**src/rtl/cdf_scratch_responder_if.sv**
```systemverilog
// Bus bundle between the CDF controller/datapath, the scratch and result
// RAMs, and cdf_scratch_responder.
// The mono_err signal exists only when CDF_MONOTONIC_CHECK_EN is defined.
interface cdf_scratch_responder_if #(
  parameter int ADDR_W = 6,
  parameter int HIST_W = 16,
  parameter int CDF_W  = 20
) ();
  // Controller / datapath side
  logic              read_first_value;
  logic              read_next_value;
  logic              cdf_computation_done;
  logic [CDF_W-1:0]  cdf_value_in;
  // Scratch (histogram) RAM side
  logic              mem_rd_en;
  logic [ADDR_W-1:0] mem_rd_addr_a;
  logic [ADDR_W-1:0] mem_rd_addr_b;
  logic [HIST_W-1:0] mem_rd_data_a;
  logic [HIST_W-1:0] mem_rd_data_b;
  // Held bins towards the datapath
  logic [HIST_W-1:0] bin_even;
  logic [HIST_W-1:0] bin_odd;
  logic              bins_valid;
  // Result RAM side
  logic              cdf_wr_en;
  logic [ADDR_W-1:0] cdf_wr_addr;
  logic [CDF_W-1:0]  cdf_wr_data;
  // Status
  logic              pass_done;
  logic              image_done;
  logic              proto_err;
`ifdef CDF_MONOTONIC_CHECK_EN
  logic              mono_err;
`endif

  // Controller, datapath and RAM models drive the requests and read data.
  modport master (
    output read_first_value, read_next_value, cdf_computation_done, cdf_value_in,
    output mem_rd_data_a, mem_rd_data_b,
    input  mem_rd_en, mem_rd_addr_a, mem_rd_addr_b,
    input  bin_even, bin_odd, bins_valid,
    input  cdf_wr_en, cdf_wr_addr, cdf_wr_data,
    input  pass_done, image_done, proto_err
`ifdef CDF_MONOTONIC_CHECK_EN
    , input mono_err
`endif
  );

  // The responder itself.
  modport slave (
    input  read_first_value, read_next_value, cdf_computation_done, cdf_value_in,
    input  mem_rd_data_a, mem_rd_data_b,
    output mem_rd_en, mem_rd_addr_a, mem_rd_addr_b,
    output bin_even, bin_odd, bins_valid,
    output cdf_wr_en, cdf_wr_addr, cdf_wr_data,
    output pass_done, image_done, proto_err
`ifdef CDF_MONOTONIC_CHECK_EN
    , output mono_err
`endif
  );
endinterface

```
**src/rtl/cdf_scratch_responder.sv**
```systemverilog
// cdf_scratch_responder: fetches even/odd histogram bin pairs from scratch
// RAM for the CDF datapath and writes the two resulting CDF values back to
// the result RAM, tracking the bin base address internally.
// Optional: define CDF_MONOTONIC_CHECK_EN to add a sticky mono_err flag that
// fires when a written CDF value is smaller than the previously written one.
module cdf_scratch_responder #(
  parameter int NUM_BINS = 64,
  parameter int ADDR_W   = 6,
  parameter int HIST_W   = 16,
  parameter int CDF_W    = 20
) (
  input logic                    clk,
  input logic                    reset,
  cdf_scratch_responder_if.slave bus
);

  // Base is one bit wider than a bin address so that stepping past the last
  // pair lands on a value >= NUM_BINS instead of wrapping back to 0.
  localparam int                BASE_W     = ADDR_W + 1;
  localparam logic [BASE_W-1:0] NUM_BINS_C = BASE_W'(NUM_BINS);
  localparam logic [BASE_W-1:0] LAST_BIN_C = BASE_W'(NUM_BINS - 1);

  typedef enum logic [2:0] {
    ST_IDLE    = 3'd0,
    ST_FETCH   = 3'd1,
    ST_CAPTURE = 3'd2,
    ST_HOLD    = 3'd3,
    ST_HOLD2   = 3'd4
  } state_t;

  state_t            state_r, state_s;
  logic [BASE_W-1:0] base_r, base_s;
  logic              wr_sel_r, wr_sel_s;
  logic              pass_ok_r, pass_ok_s;
  logic              mem_rd_en_r, mem_rd_en_s;
  logic [ADDR_W-1:0] mem_rd_addr_a_r, mem_rd_addr_a_s;
  logic [ADDR_W-1:0] mem_rd_addr_b_r, mem_rd_addr_b_s;
  logic [HIST_W-1:0] bin_even_r, bin_even_s;
  logic [HIST_W-1:0] bin_odd_r, bin_odd_s;
  logic              bins_valid_r, bins_valid_s;
  logic              cdf_wr_en_r, cdf_wr_en_s;
  logic [ADDR_W-1:0] cdf_wr_addr_r, cdf_wr_addr_s;
  logic [CDF_W-1:0]  cdf_wr_data_r, cdf_wr_data_s;
  logic              pass_done_r, pass_done_s;
  logic              image_done_r, image_done_s;
  logic              proto_err_r, proto_err_s;

  logic              in_idle_s;
  logic              overrun_s;
  logic [BASE_W-1:0] base_p1_s;
  logic [BASE_W-1:0] base_p2_s;
  logic              first_err_s;
  logic              next_ok_s;
  logic              next_err_s;
  logic              done_err_s;
  logic              start_s;
  logic [BASE_W-1:0] start_base_s;
  logic [ADDR_W-1:0] wr_addr_s;

  assign in_idle_s   = (state_r == ST_IDLE);
  assign overrun_s   = (base_r >= NUM_BINS_C);
  assign base_p1_s   = base_r + BASE_W'(1);
  assign base_p2_s   = base_r + BASE_W'(2);
  assign wr_addr_s   = base_r[ADDR_W-1:0] + ADDR_W'(wr_sel_r);

  // read_first_value is always honoured; outside IDLE it is still flagged.
  assign first_err_s = bus.read_first_value && !in_idle_s;
  // read_next_value only continues an image from IDLE after a finished pass.
  assign next_ok_s   = !bus.read_first_value && bus.read_next_value && in_idle_s && pass_ok_r;
  assign next_err_s  = !bus.read_first_value && bus.read_next_value && !(in_idle_s && pass_ok_r);
  // Results are only meaningful once the bins are held.
  assign done_err_s  = bus.cdf_computation_done &&
                       ((state_r == ST_IDLE) || (state_r == ST_FETCH) || (state_r == ST_CAPTURE));

  // Next-state and next-output computation for the fetch/hold/write sequence.
  always_comb begin
    state_s         = state_r;
    base_s          = base_r;
    wr_sel_s        = wr_sel_r;
    pass_ok_s       = pass_ok_r;
    mem_rd_en_s     = 1'b0;
    mem_rd_addr_a_s = '0;
    mem_rd_addr_b_s = '0;
    bin_even_s      = bin_even_r;
    bin_odd_s       = bin_odd_r;
    bins_valid_s    = bins_valid_r;
    cdf_wr_en_s     = 1'b0;
    cdf_wr_addr_s   = cdf_wr_addr_r;
    cdf_wr_data_s   = cdf_wr_data_r;
    pass_done_s     = 1'b0;
    image_done_s    = 1'b0;
    proto_err_s     = proto_err_r | first_err_s | next_err_s | done_err_s;
    start_s         = 1'b0;
    start_base_s    = base_r;

    if (bus.read_first_value) begin
      start_s      = 1'b1;
      start_base_s = '0;
    end else if (next_ok_s) begin
      start_s      = 1'b1;
      // Once past the end, stay parked there rather than walk towards a wrap.
      start_base_s = overrun_s ? base_r : base_p2_s;
    end else begin
      start_s      = 1'b0;
    end

    if (start_s) begin
      state_s      = ST_FETCH;
      base_s       = start_base_s;
      wr_sel_s     = 1'b0;
      pass_ok_s    = 1'b0;
      bins_valid_s = 1'b0;
      if (start_base_s < NUM_BINS_C) begin
        mem_rd_en_s     = 1'b1;
        mem_rd_addr_a_s = start_base_s[ADDR_W-1:0];
        mem_rd_addr_b_s = start_base_s[ADDR_W-1:0] + ADDR_W'(1);
      end else begin
        mem_rd_en_s     = 1'b0;
      end
    end else begin
      case (state_r)
        ST_IDLE: begin
          state_s = ST_IDLE;
        end
        ST_FETCH: begin
          state_s = ST_CAPTURE;
        end
        ST_CAPTURE: begin
          // RAM data for the address issued in FETCH is valid this cycle.
          state_s      = ST_HOLD;
          bins_valid_s = 1'b1;
          if (overrun_s) begin
            bin_even_s = '0;
            bin_odd_s  = '0;
          end else begin
            bin_even_s = bus.mem_rd_data_a;
            bin_odd_s  = bus.mem_rd_data_b;
          end
        end
        ST_HOLD: begin
          if (bus.cdf_computation_done) begin
            state_s     = ST_HOLD2;
            wr_sel_s    = 1'b1;
            cdf_wr_en_s = !overrun_s;
            if (!overrun_s) begin
              cdf_wr_addr_s = wr_addr_s;
              cdf_wr_data_s = bus.cdf_value_in;
            end else begin
              cdf_wr_addr_s = cdf_wr_addr_r;
            end
          end else begin
            state_s = ST_HOLD;
          end
        end
        ST_HOLD2: begin
          if (bus.cdf_computation_done) begin
            state_s      = ST_IDLE;
            wr_sel_s     = 1'b0;
            bins_valid_s = 1'b0;
            pass_done_s  = 1'b1;
            pass_ok_s    = 1'b1;
            image_done_s = (base_p1_s == LAST_BIN_C);
            cdf_wr_en_s  = !overrun_s;
            if (!overrun_s) begin
              cdf_wr_addr_s = wr_addr_s;
              cdf_wr_data_s = bus.cdf_value_in;
            end else begin
              cdf_wr_addr_s = cdf_wr_addr_r;
            end
          end else begin
            state_s = ST_HOLD2;
          end
        end
        default: begin
          state_s = ST_IDLE;
        end
      endcase
    end
  end

  // State register.
  always_ff @(posedge clk) begin
    if (!reset) begin
      state_r <= ST_IDLE;
    end else begin
      state_r <= state_s;
    end
  end

  // Bookkeeping and output registers.
  always_ff @(posedge clk) begin
    if (!reset) begin
      base_r          <= '0;
      wr_sel_r        <= 1'b0;
      pass_ok_r       <= 1'b0;
      mem_rd_en_r     <= 1'b0;
      mem_rd_addr_a_r <= '0;
      mem_rd_addr_b_r <= '0;
      bin_even_r      <= '0;
      bin_odd_r       <= '0;
      bins_valid_r    <= 1'b0;
      cdf_wr_en_r     <= 1'b0;
      cdf_wr_addr_r   <= '0;
      cdf_wr_data_r   <= '0;
      pass_done_r     <= 1'b0;
      image_done_r    <= 1'b0;
      proto_err_r     <= 1'b0;
    end else begin
      base_r          <= base_s;
      wr_sel_r        <= wr_sel_s;
      pass_ok_r       <= pass_ok_s;
      mem_rd_en_r     <= mem_rd_en_s;
      mem_rd_addr_a_r <= mem_rd_addr_a_s;
      mem_rd_addr_b_r <= mem_rd_addr_b_s;
      bin_even_r      <= bin_even_s;
      bin_odd_r       <= bin_odd_s;
      bins_valid_r    <= bins_valid_s;
      cdf_wr_en_r     <= cdf_wr_en_s;
      cdf_wr_addr_r   <= cdf_wr_addr_s;
      cdf_wr_data_r   <= cdf_wr_data_s;
      pass_done_r     <= pass_done_s;
      image_done_r    <= image_done_s;
      proto_err_r     <= proto_err_s;
    end
  end

  assign bus.mem_rd_en     = mem_rd_en_r;
  assign bus.mem_rd_addr_a = mem_rd_addr_a_r;
  assign bus.mem_rd_addr_b = mem_rd_addr_b_r;
  assign bus.bin_even      = bin_even_r;
  assign bus.bin_odd       = bin_odd_r;
  assign bus.bins_valid    = bins_valid_r;
  assign bus.cdf_wr_en     = cdf_wr_en_r;
  assign bus.cdf_wr_addr   = cdf_wr_addr_r;
  assign bus.cdf_wr_data   = cdf_wr_data_r;
  assign bus.pass_done     = pass_done_r;
  assign bus.image_done    = image_done_r;
  assign bus.proto_err     = proto_err_r;

`ifdef CDF_MONOTONIC_CHECK_EN
  logic [CDF_W-1:0] last_cdf_r;
  logic             mono_err_r;

  // Remember the last written CDF value and flag any write that goes down.
  always_ff @(posedge clk) begin
    if (!reset) begin
      last_cdf_r <= '0;
      mono_err_r <= 1'b0;
    end else begin
      if (bus.read_first_value) begin
        last_cdf_r <= '0;
      end else if (cdf_wr_en_s) begin
        last_cdf_r <= cdf_wr_data_s;
        if (cdf_wr_data_s < last_cdf_r) begin
          mono_err_r <= 1'b1;
        end else begin
          mono_err_r <= mono_err_r;
        end
      end else begin
        last_cdf_r <= last_cdf_r;
      end
    end
  end

  assign bus.mono_err = mono_err_r;
`endif

endmodule

```
**src/flat_wrapper.sv**
```systemverilog
// flat-port wrapper written by rule: the top's interface ports become plain ports
module cdf_scratch_responder_flat 
#(
  parameter int NUM_BINS = 64,
  parameter int ADDR_W   = 6,
  parameter int HIST_W   = 16,
  parameter int CDF_W    = 20
)
  (clk, reset, bus_read_first_value, bus_read_next_value, bus_cdf_computation_done, bus_cdf_value_in, bus_mem_rd_data_a, bus_mem_rd_data_b, bus_mem_rd_en, bus_mem_rd_addr_a, bus_mem_rd_addr_b, bus_bin_even, bus_bin_odd, bus_bins_valid, bus_cdf_wr_en, bus_cdf_wr_addr, bus_cdf_wr_data, bus_pass_done, bus_image_done, bus_proto_err);
  cdf_scratch_responder_if #(.ADDR_W(ADDR_W), .HIST_W(HIST_W), .CDF_W(CDF_W)) bus_i ();
  input logic clk;
  input logic reset;
  input wire logic [$bits(bus_i.read_first_value)-1:0] bus_read_first_value;
  input wire logic [$bits(bus_i.read_next_value)-1:0] bus_read_next_value;
  input wire logic [$bits(bus_i.cdf_computation_done)-1:0] bus_cdf_computation_done;
  input wire logic [$bits(bus_i.cdf_value_in)-1:0] bus_cdf_value_in;
  input wire logic [$bits(bus_i.mem_rd_data_a)-1:0] bus_mem_rd_data_a;
  input wire logic [$bits(bus_i.mem_rd_data_b)-1:0] bus_mem_rd_data_b;
  output wire logic [$bits(bus_i.mem_rd_en)-1:0] bus_mem_rd_en;
  output wire logic [$bits(bus_i.mem_rd_addr_a)-1:0] bus_mem_rd_addr_a;
  output wire logic [$bits(bus_i.mem_rd_addr_b)-1:0] bus_mem_rd_addr_b;
  output wire logic [$bits(bus_i.bin_even)-1:0] bus_bin_even;
  output wire logic [$bits(bus_i.bin_odd)-1:0] bus_bin_odd;
  output wire logic [$bits(bus_i.bins_valid)-1:0] bus_bins_valid;
  output wire logic [$bits(bus_i.cdf_wr_en)-1:0] bus_cdf_wr_en;
  output wire logic [$bits(bus_i.cdf_wr_addr)-1:0] bus_cdf_wr_addr;
  output wire logic [$bits(bus_i.cdf_wr_data)-1:0] bus_cdf_wr_data;
  output wire logic [$bits(bus_i.pass_done)-1:0] bus_pass_done;
  output wire logic [$bits(bus_i.image_done)-1:0] bus_image_done;
  output wire logic [$bits(bus_i.proto_err)-1:0] bus_proto_err;
  assign bus_i.read_first_value = bus_read_first_value;
  assign bus_i.read_next_value = bus_read_next_value;
  assign bus_i.cdf_computation_done = bus_cdf_computation_done;
  assign bus_i.cdf_value_in = bus_cdf_value_in;
  assign bus_i.mem_rd_data_a = bus_mem_rd_data_a;
  assign bus_i.mem_rd_data_b = bus_mem_rd_data_b;
  assign bus_mem_rd_en = bus_i.mem_rd_en;
  assign bus_mem_rd_addr_a = bus_i.mem_rd_addr_a;
  assign bus_mem_rd_addr_b = bus_i.mem_rd_addr_b;
  assign bus_bin_even = bus_i.bin_even;
  assign bus_bin_odd = bus_i.bin_odd;
  assign bus_bins_valid = bus_i.bins_valid;
  assign bus_cdf_wr_en = bus_i.cdf_wr_en;
  assign bus_cdf_wr_addr = bus_i.cdf_wr_addr;
  assign bus_cdf_wr_data = bus_i.cdf_wr_data;
  assign bus_pass_done = bus_i.pass_done;
  assign bus_image_done = bus_i.image_done;
  assign bus_proto_err = bus_i.proto_err;
  cdf_scratch_responder #(.NUM_BINS(NUM_BINS), .ADDR_W(ADDR_W), .HIST_W(HIST_W), .CDF_W(CDF_W)) u_core (.clk(clk), .reset(reset), .bus(bus_i));
endmodule
```
**config.mk**
```make
export PLATFORM = sky130hd
export DESIGN_NAME = cdf_scratch_responder_flat
export DESIGN_NICKNAME = d
export VERILOG_FILES = /design/src/rtl/cdf_scratch_responder_if.sv /design/src/rtl/cdf_scratch_responder.sv /design/src/flat_wrapper.sv
export SDC_FILE = /design/constraint.sdc
export NUM_CORES = 1
export LEC_CHECK = 0
export ABC_AREA = 1
export CAP_MARGIN = 40
export CORE_AREA = 2 2 101 103
export DETAILED_ROUTE_END_ITERATION = 8
export DIE_AREA = 0 0 103 105
export GPL_TIMING_DRIVEN = 0
export PLACE_DENSITY = 0.66
export SLEW_MARGIN = 5
export SYNTH_ARGS = -nofsm -noshare
export SYNTH_HDL_FRONTEND = slang
export SYNTH_SLANG_ARGS = --single-unit
```
**constraint.sdc**
```tcl
create_clock -name clk -period 2.3 [get_ports clk]
set_input_delay 0.46 -clock clk [delete_from_list [all_inputs] [get_ports clk]]
set_output_delay 0.46 -clock clk [all_outputs]
set_load 0.02 [all_outputs]
```
==> flow_metrics.tcl, run 1 <==
set metrics [dict create \
    via_count_of_the_first_global_routing_pass 3047 \
    die_area_mm2 0.0108 \
    crit_fanout 10 \
    finalWirelength_um 8600 \
    dpl.hpwl_um 6370 \
    clk_transition_reported_paths_ps 90 \
    clock_tree.root_cell "sky130_fd_sc_hd__clkbuf_8" \
    crit_family "buffers and inverters" \
    grt_usage_pct 16.4 \
    drtIter0Drc 118 \
    dp_cells 665 \
    start_kind "primary input" \
    rsz_0062_raised_after_global_routing "no" \
    p_leak_nw 1.92 \
    worstPathArrival_ps 2330 \
    drc_errors 0 \
    cts_buffers 9 \
    synthToLayoutAreaGrowth_pct 50.9 \
    powerDensity_mw_per_mm2 563 \
    detail_route.first_pass.iterations 4 \
    sequential_to_total_area_share_from_yosys_stat_pct 53.3 \
    syn_nets 461 \
    cts.sinks 88 \
    gp_routability_congestion 0.875 \
    cp_cell_sequence "clkdlybuf4s50_1 -> inv_1 -> clkbuf_1 -> nor2_1 -> nand2_1 -> nor4_1" \
    antennaDiodeCount 0 \
    crit_required_ps 2510 \
    floorplan.rows 36 \
    layout_common_cells "sky130_fd_sc_hd__clkdlybuf4s50_1, sky130_fd_sc_hd__nor2_1, sky130_fd_sc_hd__dfxtp_1, sky130_fd_sc_hd__nand2_1, sky130_fd_sc_hd__a22oi_1" \
    clock_latency_ps 350 \
    die_height_um 105 \
    fin_cells 681 \
    routed-wl-met3_um 541 \
    design.core.area_mm2 0.00964 \
    netlist_area_mm2 0.00331 \
    timing.critical_path.buf_inv 3 \
    final_layout_size_suffix_gt1_share_pct 8.03 \
    final.setup.tns_ps 0 \
    layout_commonest_cell "sky130_fd_sc_hd__clkdlybuf4s50_1" \
    min_path_type "register to register" \
    gr-total-overflow 0 \
    outcome "complete, no violations" \
    grt_pass1_wl_um 14100 \
    timing.setup.critical_path_class "primary input to register" \
    period_needed_ps 2110 \
    met1_length_um 3890 \
    via_per_inst 4.53 \
    dr_wl_met2_um 4120 \
    cts_buffer_depth 2 \
    max_clock_freq_mhz 473 \
    post_syn_area_per_cell_um2 8.27 \
    remaining_number_of_nets_flagged_by_the_antenna_check_after_routing 0 \
    max-slew-margin-rel_pct 57.6 \
    route.detailed.wl_per_inst_um 12.6 \
    maxUsedRoutingLayer "met4" \
    post_synth_num_cell_types 29 \
    drv_slew 0 \
    start_util_pct 34.3 \
    die_span_in_x_um 103 \
    critical_path.slowest_cell "sky130_fd_sc_hd__clkdlybuf4s50_1" \
    ioPinCount 133 \
    finalSetupViolCount 0 \
    grt_start_max_net_pins 16 \
    timing.max_cap.violations 0 \
    place.port_buffers 132 \
    grt_antenna_before_repair 0 \
    end_kind "register" \
    tritoncts_clock_tree "built" \
    seq_cells_post_synth 88 \
    finalClockSkew_ps 9.93 \
    synthCells 400 \
    worst_pin_slew_ps 637 \
    setup.reg_to_reg.worst_slack_ps 500 \
    crit_path_max_incr_delay_ps 620 \
    nNetsFinal 604 \
    final-hold-violation-count 0 \
    vias 3088 \
    final.hold.worst_slack_ps 487 \
    clock_h_tree_levels 3 \
    final.period_utilization_pct 91.9 \
    yosys_warnings 0 \
    vdd.ir_drop.worst_uv 267 \
]
-- report_power, final --
group / internal (mW) / switching [mW]
clock network: 0.458 / 0.562
registers: 1.54 / 0.0107
logic: 0.137 / 0.105
-- logic make-up (layout without fill, tap and decap cells) --
family	Yosys count	count (layout)	synth area share, %
AOI/OAI and AO/OA	74	74	14.4
xor gates and xnor gates	6	6	1.59
adders and majority gates	4	4	1.51
buffers and inverters	49	197	6.62
DFF	88	88	53.3
and+or+nand+nor	179	179	22.6
-- registers in the layout, indices dropped and copies added, names as in the netlist --
signal and flops:
u_core.bus.bin_odd 16, u_core.bus.image_done 1, u_core.base_r 7, u_core.bus.proto_err 1
u_core.bus.mem_rd_en 1, u_core.wr_sel_r 1, u_core.state_r 3, u_core.pass_ok_r 1
u_core.bus.bins_valid 1, u_core.bus.cdf_wr_data 20, u_core.bus.cdf_wr_addr 6, u_core.bus.cdf_wr_en 1
u_core.bus.mem_rd_addr_a 6, u_core.bus.bin_even 16, u_core.bus.mem_rd_addr_b 6, u_core.bus.pass_done 1
-- worst min-delay path: stages, from the launching register on --
cell                      delay [ps]
sky130_fd_sc_hd__dfxtp_1         330
sky130_fd_sc_hd__nor2_1           50
sky130_fd_sc_hd__nor2_1           80
-- synth_stat cells --
cell type | number | share of area, %
sky130_fd_sc_hd__xnor2_1 | 2 | 0.53
sky130_fd_sc_hd__inv_2 | 4 | 0.45
sky130_fd_sc_hd__xor2_1 | 4 | 1.1
sky130_fd_sc_hd__nand4_2 | 1 | 0.38
sky130_fd_sc_hd__nand2_1 | 42 | 4.8
sky130_fd_sc_hd__nand3_1 | 12 | 1.8
sky130_fd_sc_hd__nor2_1 | 111 | 13
sky130_fd_sc_hd__buf_6 | 1 | 0.34
sky130_fd_sc_hd__nor3b_2 | 2 | 0.76
sky130_fd_sc_hd__nor2_2 | 2 | 0.38
sky130_fd_sc_hd__nand4_1 | 2 | 0.38
sky130_fd_sc_hd__dfxtp_1 | 88 | 53
sky130_fd_sc_hd__nand2_4 | 1 | 0.34
sky130_fd_sc_hd__buf_1 | 1 | 0.11
sky130_fd_sc_hd__inv_1 | 25 | 2.8
sky130_fd_sc_hd__nor3_1 | 2 | 0.30
sky130_fd_sc_hd__nor2_4 | 1 | 0.34
sky130_fd_sc_hd__buf_2 | 7 | 1.1
sky130_fd_sc_hd__a22oi_1 | 32 | 7.3
sky130_fd_sc_hd__o21a_1 | 1 | 0.23
sky130_fd_sc_hd__clkbuf_1 | 6 | 0.68
sky130_fd_sc_hd__a211oi_2 | 3 | 1.1
sky130_fd_sc_hd__o21ai_0 | 24 | 3.6
sky130_fd_sc_hd__o21ai_1 | 4 | 0.61
sky130_fd_sc_hd__nor4_1 | 2 | 0.38
sky130_fd_sc_hd__buf_4 | 5 | 1.1
sky130_fd_sc_hd__ha_1 | 4 | 1.5
sky130_fd_sc_hd__a21oi_1 | 10 | 1.5
sky130_fd_sc_hd__nand2_2 | 1 | 0.19
-- cell type report --
type                            instances  area (um^2)
Fill cell                             940         4650
Buffer                                 20          110
Sequential cell                        88         1760
Clock inverter                          5         40.0
Inverter                               29          109
Clock buffer                           11          151
Multi-Input combinational cell        263         1330
Tap cell                              133          166
Timing Repair Buffer                  132         1320
-- timing repair --
item,CTS,global route
setup buffers,0,0
resized for setup,0,1
endpoints found under the setup margin,0,2
hold buffers,0,0
-- path summary, 6_finish.rpt --
kind,start,endpoint,cells after the start
max,reset,u_core.bus.image_done$_SDFF_PP0_,6
min,u_core.bus.cdf_wr_data[12]$_SDFFE_PN0P_,u_core.bus.cdf_wr_data[12]$_SDFFE_PN0P_,2
max reg2reg,u_core.state_r[0]$_SDFF_PN0_,u_core.bus.mem_rd_addr_b[4]$_SDFF_PN0_,13
min reg2reg,u_core.bus.cdf_wr_data[12]$_SDFFE_PN0P_,u_core.bus.cdf_wr_data[12]$_SDFFE_PN0P_,2
-- stage by stage --
step	cell area, um^2	utilization (%)	worst slack (ps)	total power, mW
CTS	4990	51.7	153	2.85
detailed placement	4790	49.7	-227	1.83
finish	4990	51.8	187	2.81
global route	4990	51.8	13.2	2.93
global placement	4790	49.7	-167	1.82
floorplan	3310	-	566	1.68
-- routing by layer --
metal | GRT usage, % | vias to the layer above
met2 | 26.8 | 78
li1 | - | 1587
met3 | 4.82 | 4
met4 | 5.55 | 0
met1 | 20.3 | 1419
met5 | 0 | -
No activity file was read; power rests on OpenSTA's default activity.
==> run 2: changes to the inputs <==
- SKIP_LAST_GASP: default -> 1
==> results of run 2 <==
The final DEF is identical to that of run 1; final timing and power are the same.
==> run 3: changes to the inputs <==
- CORE_AREA: 2 2 101 103 -> 2 2 91 93
- DIE_AREA: 0 0 103 105 -> 0 0 93 95
- PLACE_DENSITY: 0.66 -> 0.78
==> run 3 against run 2 <==
Effect of this change:
- setup slack gained 3.4 ps
- cell count shrank 4.1%
- die area shrank 18%
- critical path depth grew 8
- sequential power is essentially flat
- combinational power is essentially flat
- highest routed layer unchanged
==> flow_metrics.tcl, run 3 (synthesized netlist as in run 1, its figures left out) <==
set metrics [dict create \
    die_height_um 95 \
    critical_path.reg2reg.startpoint "u_core.state_r[0]$_SDFF_PN0_" \
    antennaDiodeCount 0 \
    grt_usage_pct 19.4 \
    via_per_inst 4.85 \
    detail_route.first_pass.iterations 5 \
    power_mw 2.81 \
    rsz_0062_raised_after_global_routing "no" \
    layout.core_utilization_pct 62.4 \
    grt_start_max_net_pins 15 \
    dpl.hpwl_um 6280 \
    cts_buffers 9 \
    cts.sinks 88 \
    worstHoldStart "u_core.bus.cdf_wr_data[19]$_SDFFE_PN0P_" \
    clock_latency_ps 350 \
    synthToLayoutAreaGrowth_pct 49.7 \
    grt_pass1_wl_um 13700 \
    powerDensity_mw_per_mm2 568 \
    gp_routability_congestion 0.894 \
    worst_pin_slew_ps 537 \
    cts_buffer_depth 2 \
    start_kind "primary input" \
    layout_commonest_cell "sky130_fd_sc_hd__clkdlybuf4s50_1" \
    remaining_number_of_nets_flagged_by_the_antenna_check_after_routing 0 \
    outcome "complete, no violations" \
    number_of_fill_cells_in_the_layout 701 \
    finalWirelength_um 8310 \
    clock_tree.root_cell "sky130_fd_sc_hd__clkbuf_8" \
    design.core.area_mm2 0.00793 \
    drc_errors 0 \
    route.detailed.wl_per_inst_um 12.7 \
    floorplan.rows 33 \
    grt_antenna_before_repair 0 \
    crit_required_ps 2550 \
    max_clock_freq_mhz 474 \
    vdd.ir_drop.worst_uv 343 \
    max-slew-margin-rel_pct 64.2 \
    worstPathArrival_ps 2360 \
    vias 3168 \
    die_span_in_x_um 93 \
    finalSetupViolCount 0 \
    place.port_buffers 132 \
    timing.setup.critical_path_class "primary input to register" \
    tritoncts_clock_tree "built" \
    cts-hold-fix-buffers 0 \
    end_kind "register" \
    clock_h_tree_levels 3 \
    largest_reg_flops 20 \
    layout_common_cells "sky130_fd_sc_hd__clkdlybuf4s50_1, sky130_fd_sc_hd__nor2_1, sky130_fd_sc_hd__dfxtp_1, sky130_fd_sc_hd__nand2_1, sky130_fd_sc_hd__a22oi_1" \
    finalClockSkew_ps 6.36 \
    ioPinCount 133 \
    crit_fanout 7 \
    final.period_utilization_pct 91.7 \
    timing.max_cap.violations 0 \
    gr-total-overflow 0 \
    setup_fix_buffers_added_after_clock_tree_synthesis 0 \
    final-hold-violation-count 0 \
    via_count_of_the_first_global_routing_pass 3097 \
    final_layout_size_suffix_gt1_share_pct 8.03 \
    start_util_pct 41.7 \
    drtIter0Drc 149 \
    period_needed_ps 2110 \
    die_area_mm2 0.00884 \
    clk_transition_reported_paths_ps 90 \
    p_leak_nw 1.92 \
    crit_start "bus_read_first_value" \
    min_path_type "register to register" \
    drv_slew 0 \
    nNetsFinal 604 \
]
-- run 3: cell types whose count changed in the layout (fill, tap and decap cells not counted) --
cell and delta:
sky130_fd_sc_hd__clkinvlp_4 -1, sky130_fd_sc_hd__bufinv_16 +1, sky130_fd_sc_hd__clkinv_2 +3, sky130_fd_sc_hd__clkbuf_1 +1
sky130_fd_sc_hd__nor2_2 +2, sky130_fd_sc_hd__clkinv_4 -1, sky130_fd_sc_hd__nor2_1 -1, sky130_fd_sc_hd__clkbuf_8 -2
sky130_fd_sc_hd__nor2_4 -1, sky130_fd_sc_hd__inv_6 -1
-- run 3: area by class of cell --
class / count / area [um^2] / area share (%)
sequential: 88 / 1760 / 35.6
clock inverter: 6 / 60.1 / 1.21
timing repair buffer: 132 / 1320 / 26.7
buffer: 20 / 110 / 2.22
clock buffer: 10 / 128 / 2.58
multi-input combinational: 263 / 1330 / 26.8
tap: 105 / 131 / 2.65
inverter: 29 / 109 / 2.20
-- run 3: layer usage --
| metal | vias to the layer above | part of all wire (%) | global-route usage, % |
|---|---|---|---|
| met4 | 0 | 3.6 | 10.8 |
| met3 | 31 | 7.0 | 5.59 |
| met1 | 1417 | 41 | 23.0 |
| met5 | - | 0 | 0 |
| met2 | 123 | 48 | 31.8 |
| li1 | 1597 | - | - |
-- run 3: power by group --
group,switching (mW),internal [mW],total [mW]
Combinational,0.103,0.137,0.240
Sequential,0.0110,1.54,1.55
Clock,0.522,0.497,1.02
-- run 3: worst max-delay path, cell delays in order --
cell,delay [ps]
sky130_fd_sc_hd__clkdlybuf4s50_1,500
sky130_fd_sc_hd__nor2_2,230
sky130_fd_sc_hd__inv_1,70
sky130_fd_sc_hd__nor2_2,250
sky130_fd_sc_hd__nand2_1,110
sky130_fd_sc_hd__nand3_1,140
sky130_fd_sc_hd__inv_1,60
sky130_fd_sc_hd__ha_1,170
sky130_fd_sc_hd__inv_1,80
sky130_fd_sc_hd__nor2_1,50
sky130_fd_sc_hd__nand2_1,80
sky130_fd_sc_hd__nand2_1,50
sky130_fd_sc_hd__nand2_1,60
sky130_fd_sc_hd__nor2_1,40
-- run 3: stage by stage --
step	hold WS, ps	instance area (um^2)	setup TNS [ps]	std cells	worst slack, ps
after floorplan	450	3310	0	400	566
after global placement	466	4760	-3890	637	-196
after detailed placement	474	4760	-3400	637	-188
after CTS	492	4950	0	653	159
after global routing	512	4950	0	653	57.9
final	488	4950	0	653	190
-- run 3: path summary, 6_finish.rpt --
kind | depth (start not counted) | slack (ps) | to
max | 14 | 190 | u_core.bus.mem_rd_addr_b[4]$_SDFF_PN0_
min | 2 | 490 | u_core.bus.cdf_wr_data[19]$_SDFFE_PN0P_
max reg2reg | 13 | 440 | u_core.bus.mem_rd_addr_b[4]$_SDFF_PN0_
min reg2reg | 2 | 490 | u_core.bus.cdf_wr_data[19]$_SDFFE_PN0P_
-- run 3: what timing repair did --
item	in CTS	in global routing
gates resized for setup	0	1
endpoints found under the setup margin	0	1
endpoints found under the hold margin	0	0
